**src/rtl/stream_demux_pkg.sv**
```systemverilog
// Shared types and defaults for the packet-level stream demultiplexer.
package stream_demux_pkg;

  typedef enum logic [1:0] {
    IDLE  = 2'd0,
    ROUTE = 2'd1,
    DROP  = 2'd2
  } demux_state_t;

  localparam int CNT_W      = 16;
  localparam int DEF_N_OUT  = 4;
  localparam int DEF_DATA_W = 8;

endpackage

```
**src/rtl/demux_slot.sv**
```systemverilog
// One-entry registered output slot; 1-cycle latency, load may replace a draining entry.
// Backpressure: owner must only load when ~valid | ready, so nothing is overwritten while stalled.
module demux_slot
  import stream_demux_pkg::*;
#(
  parameter int W = DEF_DATA_W + 1
) (
  input  logic         clk,
  input  logic         rst,
  input  logic         load,
  input  logic [W-1:0] din,
  input  logic         ready,
  output logic         valid,
  output logic [W-1:0] dout
);

  // dout only changes on load so it holds while valid is low
  always_ff @(posedge clk or posedge rst) begin
    if (rst) begin
      valid <= 1'b0;
      dout  <= '0;
    end else if (load) begin
      valid <= 1'b1;
      dout  <= din;
    end else if (ready) begin
      valid <= 1'b0;
    end
  end

endmodule

```
**src/rtl/stream_demux.sv**
```systemverilog
// 1-to-N packet demux: first beat's in_sel picks the channel, 1-cycle latency via per-channel slots.
// in_ready tracks only the target slot; bad selects are swallowed. STREAM_DEMUX_STATS_EN adds counters.
module stream_demux
  import stream_demux_pkg::*;
#(
  parameter  int N_OUT  = DEF_N_OUT,
  parameter  int DATA_W = DEF_DATA_W,
  localparam int SEL_W  = $clog2(N_OUT)
) (
  input  logic                    clk,
  input  logic                    rst,
  input  logic [DATA_W-1:0]       in_data,
  input  logic                    in_valid,
  input  logic                    in_last,
  input  logic [SEL_W-1:0]        in_sel,
  output logic                    in_ready,
  output logic [N_OUT*DATA_W-1:0] out_data,
  output logic [N_OUT-1:0]        out_valid,
  output logic [N_OUT-1:0]        out_last,
  input  logic [N_OUT-1:0]        out_ready,
  output logic                    err_sel
`ifdef STREAM_DEMUX_STATS_EN
  ,
  output logic [N_OUT*CNT_W-1:0]  pkt_cnt,
  output logic [CNT_W-1:0]        drop_cnt
`endif
);

  demux_state_t     state, state_nxt;
  logic [SEL_W-1:0] dst, tgt;
  logic             sel_ok, accept, routed, bad_first;
  logic [N_OUT-1:0] slot_free, load;

  assign sel_ok    = ({1'b0, in_sel} < (SEL_W+1)'(N_OUT));
  assign tgt       = (state == ROUTE) ? dst : in_sel;
  assign slot_free = ~out_valid | out_ready;

  // Dropped beats never touch a slot, so they are always accepted
  assign in_ready  = (state == DROP) ? 1'b1 :
                     ((state == IDLE) && !sel_ok) ? 1'b1 : slot_free[tgt];
  assign accept    = in_valid & in_ready;
  assign routed    = accept & ((state == ROUTE) | ((state == IDLE) & sel_ok));
  assign bad_first = accept & (state == IDLE) & ~sel_ok;

  always_comb begin
    state_nxt = state;
    case (state)
      IDLE:        if (accept && !in_last) state_nxt = sel_ok ? ROUTE : DROP;
      ROUTE, DROP: if (accept && in_last)  state_nxt = IDLE;
      default:     state_nxt = IDLE;
    endcase
  end

  always_ff @(posedge clk or posedge rst) begin
    if (rst) begin
      state   <= IDLE;
      dst     <= '0;
      err_sel <= 1'b0;
    end else begin
      state   <= state_nxt;
      err_sel <= bad_first;
      if (accept && state == IDLE) dst <= in_sel;
    end
  end

  for (genvar k = 0; k < N_OUT; k++) begin : g_ch
    logic [DATA_W:0] q;

    assign load[k] = routed & (tgt == SEL_W'(k));

    demux_slot #(.W(DATA_W + 1)) u_slot (
      .clk   (clk),
      .rst   (rst),
      .load  (load[k]),
      .din   ({in_last, in_data}),
      .ready (out_ready[k]),
      .valid (out_valid[k]),
      .dout  (q)
    );

    assign out_data[k*DATA_W +: DATA_W] = q[DATA_W-1:0];
    assign out_last[k]                  = q[DATA_W];
  end

`ifdef STREAM_DEMUX_STATS_EN
  // Packets are counted when their last beat lands in the slot
  for (genvar k = 0; k < N_OUT; k++) begin : g_cnt
    logic [CNT_W-1:0] cnt;

    always_ff @(posedge clk or posedge rst) begin
      if (rst)                      cnt <= '0;
      else if (load[k] && in_last)  cnt <= cnt + CNT_W'(1);
    end

    assign pkt_cnt[k*CNT_W +: CNT_W] = cnt;
  end

  always_ff @(posedge clk or posedge rst) begin
    if (rst)
      drop_cnt <= '0;
    else if (accept && in_last && (state == DROP || (state == IDLE && !sel_ok)))
      drop_cnt <= drop_cnt + CNT_W'(1);
  end
`endif

endmodule

```
**config.mk**
```make
export PLATFORM = sky130hd
export DESIGN_NAME = stream_demux
export DESIGN_NICKNAME = d
export VERILOG_FILES = /design/src/rtl/stream_demux_pkg.sv /design/src/rtl/demux_slot.sv /design/src/rtl/stream_demux.sv
export SDC_FILE = /design/constraint.sdc
export NUM_CORES = 1
export LEC_CHECK = 0
export ABC_AREA = 1
export BUFFER_PORTS_ARGS = -buffer_cell sky130_fd_sc_hd__buf_2
export CAP_MARGIN = 20
export CELL_PAD_IN_SITES_DETAIL_PLACEMENT = 1
export CELL_PAD_IN_SITES_GLOBAL_PLACEMENT = 1
export CORE_UTILIZATION = 41
export DETAILED_ROUTE_END_ITERATION = 10
export GPL_ROUTABILITY_DRIVEN = 0
export PLACE_DENSITY_LB_ADDON = 0.25
export SYNTH_ARGS = -nofsm -noshare
export SYNTH_HDL_FRONTEND = slang
export SYNTH_SLANG_ARGS = --single-unit
```
**constraint.sdc**
```tcl
create_clock -name clk -period 4.4 [get_ports clk]
set_input_delay 0.66 -clock clk [delete_from_list [all_inputs] [get_ports clk]]
set_output_delay 0.66 -clock clk [all_outputs]
set_load 0.03 [all_outputs]
```
== Yosys cells after proc, flatten, opt, wreduce, memory -nomap -nowiden ==
Cells that the tools add are included.

* Output and inout bits: 42
* Flip-flop bits (word level): 44

* Reductions and logical operators: 12
* $lt $le $gt $ge: 1
* Mux-type cells: 15
* Equality and inequality tests: 7
* Bitwise gates (word level): 9

{| class="wikitable"
|+ Operators with widths
! cell !! number
|-
| $mux W1 || 10
|-
| $reduce_bool A2 Y1 || 4
|-
| $and A1 B1 Y1 || 6
|-
| $eq A2 B2 Y1 const B || 3
|-
| $mux W2 || 3
|-
| $eq A2 B1 Y1 const B || 2
|-
| $logic_not A2 Y1 || 2
|-
| $not A4 Y4 || 1
|-
| $or A4 B4 Y4 || 1
|-
| $pmux W2 S2 || 1
|-
| $logic_and A1 B1 Y1 || 3
|-
| $lt A2 B3 Y1 const B || 1
|-
| $bmux W1 S2 || 1
|-
| $ne A2 B1 Y1 const B || 1
|-
| $ne A2 B2 Y1 const B || 1
|-
| $reduce_and A2 Y1 || 1
|-
| $reduce_or A2 Y1 || 1
|-
| $logic_not A1 Y1 || 1
|-
| $or A1 B1 Y1 || 1
|}

== Logic depth before layout (Yosys ltp) ==
Gate-level depths: netlist of the first run.

* Depth in word-level cells: 9
* Gate-level depth with buffers: 9
* Mapped depth without buffers: 9

== By module ==
Synthesis of the first run repeated with hierarchy kept, for this count alone.

* Cell total of the unflattened synthesis: 235
* Area, all modules: 1905.6 µm²

{| class="wikitable"
|+ By module, submodules not included
! module !! area an instance (µm²) !! cells each !! times used
|-
| demux_slot || 381.6 || 43 || 4
|-
| stream_demux || 379.1 || 63 || 1
|}

== Worst setup path before layout of the first run ==
No wires, ideal clock.

* Path type: in2out
* Start point: input port in_sel[1]
* End point: output port in_ready
* Setup slack: 2.424 ns
* Data required time: 3.740 ns
* Arrival: 1.316 ns
* Buffers on the path: 1
* Stages: 6
* Path through: nand2_2 > nand2_4 > nand3_2 > nand2_1 > nor2_4 > buf_6

* Longest elaborated chain between the ends: 4

{| class="wikitable"
|+ Ends and longest elaborated chain
! item !! line !! text
|-
| start: declaration || stream_demux.sv:15 || <nowiki>input logic [SEL_W-1:0] in_sel,</nowiki>
|-
| $mux W2 || stream_demux.sv:35 || <nowiki>assign tgt = (state == ROUTE) ? dst : in_sel;</nowiki>
|-
| $bmux W1 S2 || stream_demux.sv:40 || <nowiki>((state == IDLE) && !sel_ok) ? 1'b1 : slot_free[tgt];</nowiki>
|-
| $mux W1 (implied by the code) || stream_demux.sv:40 ||
|-
| $mux W1 || stream_demux.sv:39 || <nowiki>assign in_ready = (state == DROP) ? 1'b1 :</nowiki>
|-
| end: declaration || stream_demux.sv:16 || <nowiki>output logic in_ready,</nowiki>
|}

No other way between the ends. The select of a mux whose other input is x is not followed.

== Worst setup path after layout of the first run ==
* Start point: register state[0]
* End point: output port in_ready

* Longest elaborated chain between the ends: 5
* Elaborated cells between the ends (all ways): 6
* Classes of those cells: eq/ne: 2; mux: 4

{| class="wikitable"
|+ Ends and longest elaborated chain
! item !! line !! text
|-
| start: declaration || stream_demux.sv:29 || <nowiki>demux_state_t state, state_nxt;</nowiki>
|-
| start signal: assignment || stream_demux.sv:60 || <nowiki>state <= state_nxt;</nowiki>
|-
| $eq A2 B1 Y1 || stream_demux.sv:35 ||
|-
| $mux W2 || stream_demux.sv:35 ||
|-
| $bmux W1 S2 || stream_demux.sv:40 ||
|-
| $mux W1 (implied by the code) || stream_demux.sv:40 ||
|-
| $mux W1 * || stream_demux.sv:39 ||
|}

Mark *: on every way between the ends. The rest lies on a longest branch, timed or not. The select of a mux whose other input is x is not followed.

==> results of run 1 <==
[power breakdown]
part / internal [mW] / total (mW) / leakage, nW / switching (mW)
Sequential: 0.569 / 0.666 / 0.536 / 0.0968
Combinational: 0.249 / 0.899 / 0.737 / 0.650
Clock: 0.226 / 0.366 / 0.0644 / 0.140
Total: 1.04 / 1.93 / 1.34 / 0.887
[registers in the layout (all words and copies together) (netlist names)]
signal / flops
g_ch.u_slot.dout: 36
g_ch.u_slot.valid: 4
dst: 2
state: 1
[area by class of cell]
cell class / count / area (um^2)
Fill cell: 588 / 2300
Sequential cell: 43 / 1080
Multi-Input combinational cell: 143 / 816
Timing Repair Buffer: 59 / 298
Tap cell: 67 / 83.8
Inverter: 20 / 76.3
Clock buffer: 5 / 68.8
Clock inverter: 3 / 67.6
[worst min path at each step]
stage | from | cells after the start | slack (ns) | endpoint
2_1_floorplan | dst[1] | 2 | 0.46 | dst[1]
3_3_place_gp | g_ch[0].u_slot.dout[5] | 2 | 0.45 | g_ch[0].u_slot.dout[5]
3_5_place_dp | g_ch[0].u_slot.dout[1] | 2 | 0.46 | g_ch[0].u_slot.dout[1]
4_1_cts | g_ch[0].u_slot.dout[1] | 2 | 0.48 | g_ch[0].u_slot.dout[1]
5_1_grt | g_ch[0].u_slot.dout[1] | 2 | 0.50 | g_ch[0].u_slot.dout[1]
6_report | g_ch[0].u_slot.dout[7] | 2 | 0.47 | g_ch[0].u_slot.dout[7]
[placed cells by master, fill, tap and decap left out]
master | synthesis | routed
clkinv_2 | 1 | 1
nor2_1 | 4 | 4
nor2_4 | 3 | 3
nand2_1 | 76 | 76
dfrtp_1 | 43 | 43
bufinv_16 | 0 | 2
nand3_2 | 2 | 2
inv_2 | 1 | 1
buf_4 | 5 | 1
nand2_4 | 3 | 3
clkinv_1 | 0 | 1
clkinvlp_4 | 0 | 1
buf_2 | 1 | 58
clkbuf_8 | 0 | 5
o21ai_2 | 18 | 18
nand4_4 | 3 | 3
nand4_1 | 21 | 21
nand4_2 | 1 | 1
o21ai_1 | 2 | 2
nand3_1 | 4 | 4
inv_1 | 18 | 17
nand2_2 | 3 | 3
o21ai_0 | 2 | 2
conb_1 | 1 | 1
[layer usage]
layer  up-vias  track usage  part of all wire
met4         0       0.0784             0.014
met5         -            0                 0
li1        817            -                 -
met1       790        0.277              0.45
met3         8       0.0483             0.039
met2        35        0.335              0.50
[through the flow]
step                      instances  worst slack [ns]  hold slack [ns]
after floorplan                 218              2.42            0.463
after global placement          332              1.90            0.452
after detailed placement        332              1.88            0.457
after CTS                       340              1.73            0.478
after global routing            340              1.60            0.502
final                           340              1.74            0.474
[worst reg2reg max path, stage by stage, from the launching register on]
cell	delay, ns
dfrtp_1	0.46
inv_2	0.13
nand2_2	0.11
nand2_4	0.09
nand2_1	0.07
nand2_1	0.08
nand2_1	0.19
nand4_2	0.29
nand2_1	0.17
nand2_1	0.06
[cell families after synthesis]
family	after synthesis	share of synthesized area
buffers and inverters	32	0.0831
other	1	0.00182
AO/OA/AOI/OAI	22	0.0861
AND/OR/NAND/NOR	120	0.307
flip-flops	43	0.522
==> results list, run 1 <==
* Crit Reg-Reg Startpoint: state[0]
- Post-route clock skew: 0.0103 ns
* Maximum number of pins on one net before global-route repair: 44
- The tree is rooted in a clkbuf_8.
- In this run the count of I/O pins placed on the die edge is 60.
- Final #Nets: 290
- Worst Path Buf+Inv: 2
- From left edge to right edge, the die measures 72.9 um.
- After clock tree synthesis, the clock-pin slew on the worst setup and hold paths is 0.09 ns.
- Each instance of the synthesized netlist takes up on average 9.46 um^2.
- Number of enable flip-flop cells after synthesis: 0
- The initial antenna violation count was 0.
- Total of max-cap violations: 0
- Final cycle utilization of the critical path: 0.605
- In this run, post-CTS repair resized a total of 0 instances.
* Number of hold violations in the final report: 0
- First-pass GRT wire length: 8280 um
* Setup Viol. Count Final: 0
- The detail route stage leaves a number of antenna-violating nets equal to 0.
- Setup repair after global routing left no endpoint under its margin.
- Cell Chain, Critical Path: inv_2 > nand2_2 > nand2_4 > nand3_2 > nand2_1 > nor2_4 > buf_2
* Instance count of the mapped netlist: 218
* Tot GR Track Use: 0.209
* Count of inserted antenna diode cells: 0
- Die Y-Extent: 72.9 um
* Max Fclk: 376 MHz
* Max-slew violation total from the final report: 0
- TritonCTS built the clock tree.
- Once layout is complete, the utilization of the core stands at 0.519.
* Total power after layout: 1.93 mW
* Initial standard-cell utilization of the core: 0.431
- Num rows: 25
- After clock tree synthesis, the flow added hold-fix buffers numbering 0.
- Critical Path Sink Type: output port
- Launching element type of the critical path: flop
- The worst register-to-register path has a setup slack of 2.63 ns.
- The number of global-route vias before repair is 1714.
- At the worst endpoint, the arrival time is 2.00 ns.
* Post-route DRC violation count: 0
- Post-synth top area share: 0.522
- Leading post-synthesis cells by cell area: dfrtp_1 52%, nand2_1 14%, o21ai_2 7.6%
* Detail Placement HPWL: 3600 um
- Number of buffers inserted by post-CTS setup repair: 0
* Critical Path Fanout Max: 23
- Worst setup path endpoint: in_ready
- First drt pass iteration count: 4
- Synthesis-stage register bit count: 43
* Maximum root-to-sink buffer count: 2
- Final total negative setup slack: 0 ns
* Instance count on the critical path: 7
* Leakage power: 1.34 nW
- For this run, the number of Yosys warnings is 0.
- Critical path's top delay family: simple AND/OR/NAND/NOR gates
- In this run, the number of DRC markers left after iteration 0 of detailed routing was 85.
* Critical Setup Path Class: flop to output port
* Die ar.: 0.00532 mm^2
* Status: complete, no violations
- DR vias/cell: 4.85
- # port buffers: 58
* Total placed instance area: 0.00235 mm^2
- Global routing finished with a remaining overflow of 0.
- Yosys mapped the design onto 22 distinct sky130hd cell types.
- Area Overhead vs Synth: 20.5%
- Number of vias after detailed routing: 1650
* Required time of the critical path: 3.74 ns
* Maximum level of the CTS H-tree: 2
- The largest individual stage delay along the critical path comes from the cell dfrtp_1.
- Dividing the detail-routed wire length by the instance count gives 14.3 um.
* Number of cells on the worst reg-to-reg path: 9
* Total power divided by cell area: 777 mW/mm^2
- After floorplanning, the core was sized to cover 0.00479 mm^2.
* Peak supply drop: 0.381 mV
* Slew at the pin with the worst max-slew slack: 0.562 ns
- Counting the buffers created by CTS gives 5.
* Final Instance Area: 0.00249 mm^2
* Fraction of layout instances using a drive strength above 1: 0.374
* Library cell with the largest summed area after synthesis: dfrtp_1
- RR Endpoint: g_ch[0].u_slot.dout[5]
* Syn_nets: 236
- Subtracting the final worst setup slack from the clock period gives 2.66 ns.
- Routed WL: 4860 um
- Synth top cells by count: 76 x nand2_1, 43 x dfrtp_1, 21 x nand4_1
- The clock drives 43 sinks.
- The worst pin sits at a relative slew slack of 0.625.
- Worst setup path startpoint: state[0]
* Slowest Stage Delay on Critical Path: 0.46 ns
* Dominant cell by count in the synthesized netlist: nand2_1
- Synth Cell Area: 0.00206 mm^2
* Worst-Skew Late Latency: 0.30 ns
* Seq/Total Area, Yosys: 0.522
- The min-delay analysis places its worst path in the category flop to flop.
- For this run, the leading register cell type out of synthesis is dfrtp_1.
- Counting flops with an async set or reset pin after synthesis yields a share of 1.00.
Note: power is estimated with default switching activity, not from simulation.
==> run 2, diff against run 1 <==
--- a/config.mk
+++ b/config.mk
@@ -10,7 +10,7 @@
 export CAP_MARGIN = 20
 export CELL_PAD_IN_SITES_DETAIL_PLACEMENT = 1
 export CELL_PAD_IN_SITES_GLOBAL_PLACEMENT = 1
-export CORE_UTILIZATION = 41
+export CORE_UTILIZATION = 38
 export DETAILED_ROUTE_END_ITERATION = 10
 export GPL_ROUTABILITY_DRIVEN = 0
 export PLACE_DENSITY_LB_ADDON = 0.25
==> constraint.sdc (replaced) <==
create_clock -name clk -period 2.61 [get_ports clk]
set_input_delay 0.3915 -clock clk [delete_from_list [all_inputs] [get_ports clk]]
set_output_delay 0.3915 -clock clk [all_outputs]
set_load 0.03 [all_outputs]
==> run 2 against run 1 <==
  * Die area grew 7.7%
  * Global-route usage shrank 1.3 points
  * Combinational power grew 68%
  * Sequential share of layout area grew 0.33 points
  * Critical path depth is the same
  * Sequential power grew 68%
  * Count of clock-buffer cells in the layout grew 1
  * Power grew 60%
  * Sequential cell count is the same
  * Via count grew 0.18%
  * Final cell count grew 1.5%
  * Final area shrank 0.75%
  * Critical path type unchanged
  * Highest routed layer unchanged
==> results list, run 2 (synthesis results as in run 1) <==
- Status: complete, no violations (unchanged).
- The sum of overflow across all layers after global routing is 0 (unchanged).
* Launching element type of the critical path: flop (unchanged)
* Initial drt markers: 71 (was 85)
- Largest register FFs: 36 (unchanged)
- Largest registers ranked by flip-flop count: g_ch.u_slot.dout x36, g_ch.u_slot.valid x4, dst x2 (unchanged).
- The post-synthesis to final-layout area growth was 19.6% (was 20.5%).
- First-pass GRT wire length: 8070 um (was 8280 um)
* Critical Path Sink Type: output port (unchanged)
- The top cell family by delay on the critical path is simple AND/OR/NAND/NOR gates (unchanged).
* Leakage power: 1.33 nW (was 1.34 nW)
- The headroom to the max-slew limit is 0.635 (was 0.625).
- Post-route clock skew: 0.00738 ns (was 0.0103 ns)
* Maximum root-to-sink buffer count: 2 (unchanged)
- The clock sink total was 43 (unchanged).
- Clock transition at path regs: 0.09 ns (about the same)
* Maximum level of the CTS H-tree: 2 (unchanged)
- The count of unresolved DRC violations after routing is 0 (unchanged).
- Peak supply drop: 0.543 mV (was 0.381 mV)
- Max Fclk: 453 MHz
* Setup repair after global routing missed its margin: no (unchanged)
* Placed instance count: 337 (was 332)
* # port buffers: 58 (unchanged)
* Cell Chain, Critical Path: inv_2 > nand2_2 > nand2_4 > nand3_2 > nand2_1 > nor2_4 > buf_2 (unchanged)
- Slew at the pin with the worst max-slew slack: 0.547 ns (was 0.562 ns)
- Final #Nets: 292 (was 290)
- The largest net degree at the start of global routing was 44 (unchanged).
* Register name with the most flops: g_ch.u_slot.dout (unchanged)
- Instance count on the critical path: 7 (unchanged)
* Max-slew violation total from the final report: 0 (unchanged)
* Number of antenna-violating nets in the routed design: 0 (unchanged)
- Hold WC Path Type: input pin to async pin (was flop to flop)
- Number of hold violations in the final report: 0 (unchanged)
- Worst Path Buf+Inv: 2 (unchanged)
- Cts-stage hold buffer count: 0 (unchanged)
- Most common cell after layout, fill and taps aside: nand2_1 (unchanged)
- The worst endpoint data arrival time came to 1.82 ns (was 2.00 ns).
- The master cell of the clock root buffer was clkbuf_8 (unchanged).
- Most frequent cells in the layout: 76 x nand2_1, 58 x buf_2, 43 x dfrtp_1 (unchanged).
- The number of global-route vias before repair was 1648 (was 1714).
- CORE AREA: 0.00517 mm^2 (was 0.00479 mm^2)
- Number of buffers inserted by post-CTS setup repair: 0 (unchanged)
- The highest net fanout along the worst path is 13 (was 23).
- Die ar.: 0.00573 mm^2 (was 0.00532 mm^2)
- The number of buffers created by CTS was 5 (unchanged).
- The number of iterations in the first detailed-routing pass came to 4 (unchanged).
- The final wirelength was 4960 um (was 4860 um).
- The combined global-route utilization of all metal layers came to 0.196 (was 0.209).
- The depth of the worst register-to-register path was 9 (unchanged).
- The die height was 75.7 um (was 72.9 um).
- Slowest Stage Delay on Critical Path: 0.45 ns (was 0.46 ns)
- Num rows: 26 (was 25)
- Final critical path time including I/O delays and setup: 2.21 ns
* Post-DR wirelength/cell: 14.4 um (was 14.3 um)
- The I/O pin count was 60 (unchanged).
- Initial standard-cell utilization of the core: 0.399 (was 0.431)
- The die boundary width is 75.7 um (was 72.9 um).
- Number of vias after detailed routing: 1653 (was 1650)
- Critical Setup Path Class: flop to output port (unchanged)
- Required time of the critical path: 2.22 ns (was 3.74 ns)
* Slowest cell on the critical path: dfrtp_1 (unchanged)
- Final total negative setup slack: 0 ns (unchanged)
- Post-cts sizing count: 0 (unchanged)
* Antenna violations before repair: 0 (unchanged)
- Fraction of layout instances using a drive strength above 1: 0.378 (was 0.374)
* DR vias/cell: 4.79 (was 4.85)
* Detail Placement HPWL: 3680 um (was 3600 um)
- Count of inserted antenna diode cells: 0 (unchanged)
* Setup Viol. Count Final: 0 (unchanged)
- TritonCTS clock tree: yes (unchanged)
- Dividing the final minimum period by the clock period gives 0.846.
* Final non-filler cell total: 345 (was 340)
* Number of filler cells placed in the layout: 637 (was 588)
* Total of max-cap violations: 0 (unchanged)
* Total power divided by cell area: 1260 mW/mm^2 (was 777 mW/mm^2)
* Worst-Skew Late Latency: 0.30 ns (about the same)
[run 2: cell types whose count changed in the layout (fill, tap and decap cells not counted)]
cell,delta
buf_4,+2
bufinv_16,-2
clkinv_1,-1
clkbuf_8,+1
inv_1,+1
clkinv_4,+1
[run 2: through the flow]
stage	setup slack, ns	instance area [um^2]	util	power [mW]	hold slack (ns)
floorplan	1.06	2060	-	2.26	0.463
global placement	0.756	2370	0.458	2.63	0.453
detailed placement	0.702	2370	0.458	2.67	0.457
CTS	0.358	2470	0.477	3.14	0.239
global route	0.232	2470	0.477	3.31	0.266
finish	0.403	2470	0.477	3.10	0.215
[run 2: worst paths after layout]
| kind | start | endpoint | slack [ns] |
|---|---|---|---|
| worst min-delay path | rst | g_ch[3].u_slot.dout[3] | 0.21 |
| worst min register to register | g_ch[0].u_slot.dout[4] | g_ch[0].u_slot.dout[4] | 0.47 |
| worst max register to register | state[0] | g_ch[0].u_slot.dout[0] | 0.85 |
| worst max-delay path | state[0] | in_ready | 0.40 |
| max in group asynchronous | rst | g_ch[0].u_slot.valid | 2.02 |
| min in group clk | out_ready[3] | g_ch[3].u_slot.valid | 0.26 |
[run 2: area by class of cell]
cell class / count / area [um^2] / share of cell area
inverter: 20 / 76.3 / 0.0309
clock buffer: 6 / 82.6 / 0.0335
timing repair buffer: 61 / 313 / 0.127
tap: 70 / 87.6 / 0.0355
clock inverter: 2 / 16.3 / 0.00659
multi-input combinational: 143 / 816 / 0.331
sequential: 43 / 1080 / 0.436
[run 2: worst reg2reg max path, delay by kind of cell (launching register included)]
kind                   cells  cell delay [ns]
DFF                        1             0.45
buffers and inverters      2             0.37
and+or+nand+nor            7             0.89
[run 2: power breakdown]
group	switching, mW	internal [mW]
Sequential	0.162	0.959
Clock	0.244	0.216
Combinational	1.09	0.424
[run 2: routing by layer]
metal / global-route usage / vias to the layer above / share of wire
met1: 0.241 / 801 / 0.44
li1: - / 815 / -
met3: 0.0556 / 6 / 0.033
met4: 0.0617 / 0 / 0.013
met2: 0.335 / 31 / 0.52
met5: 0 / - / 0
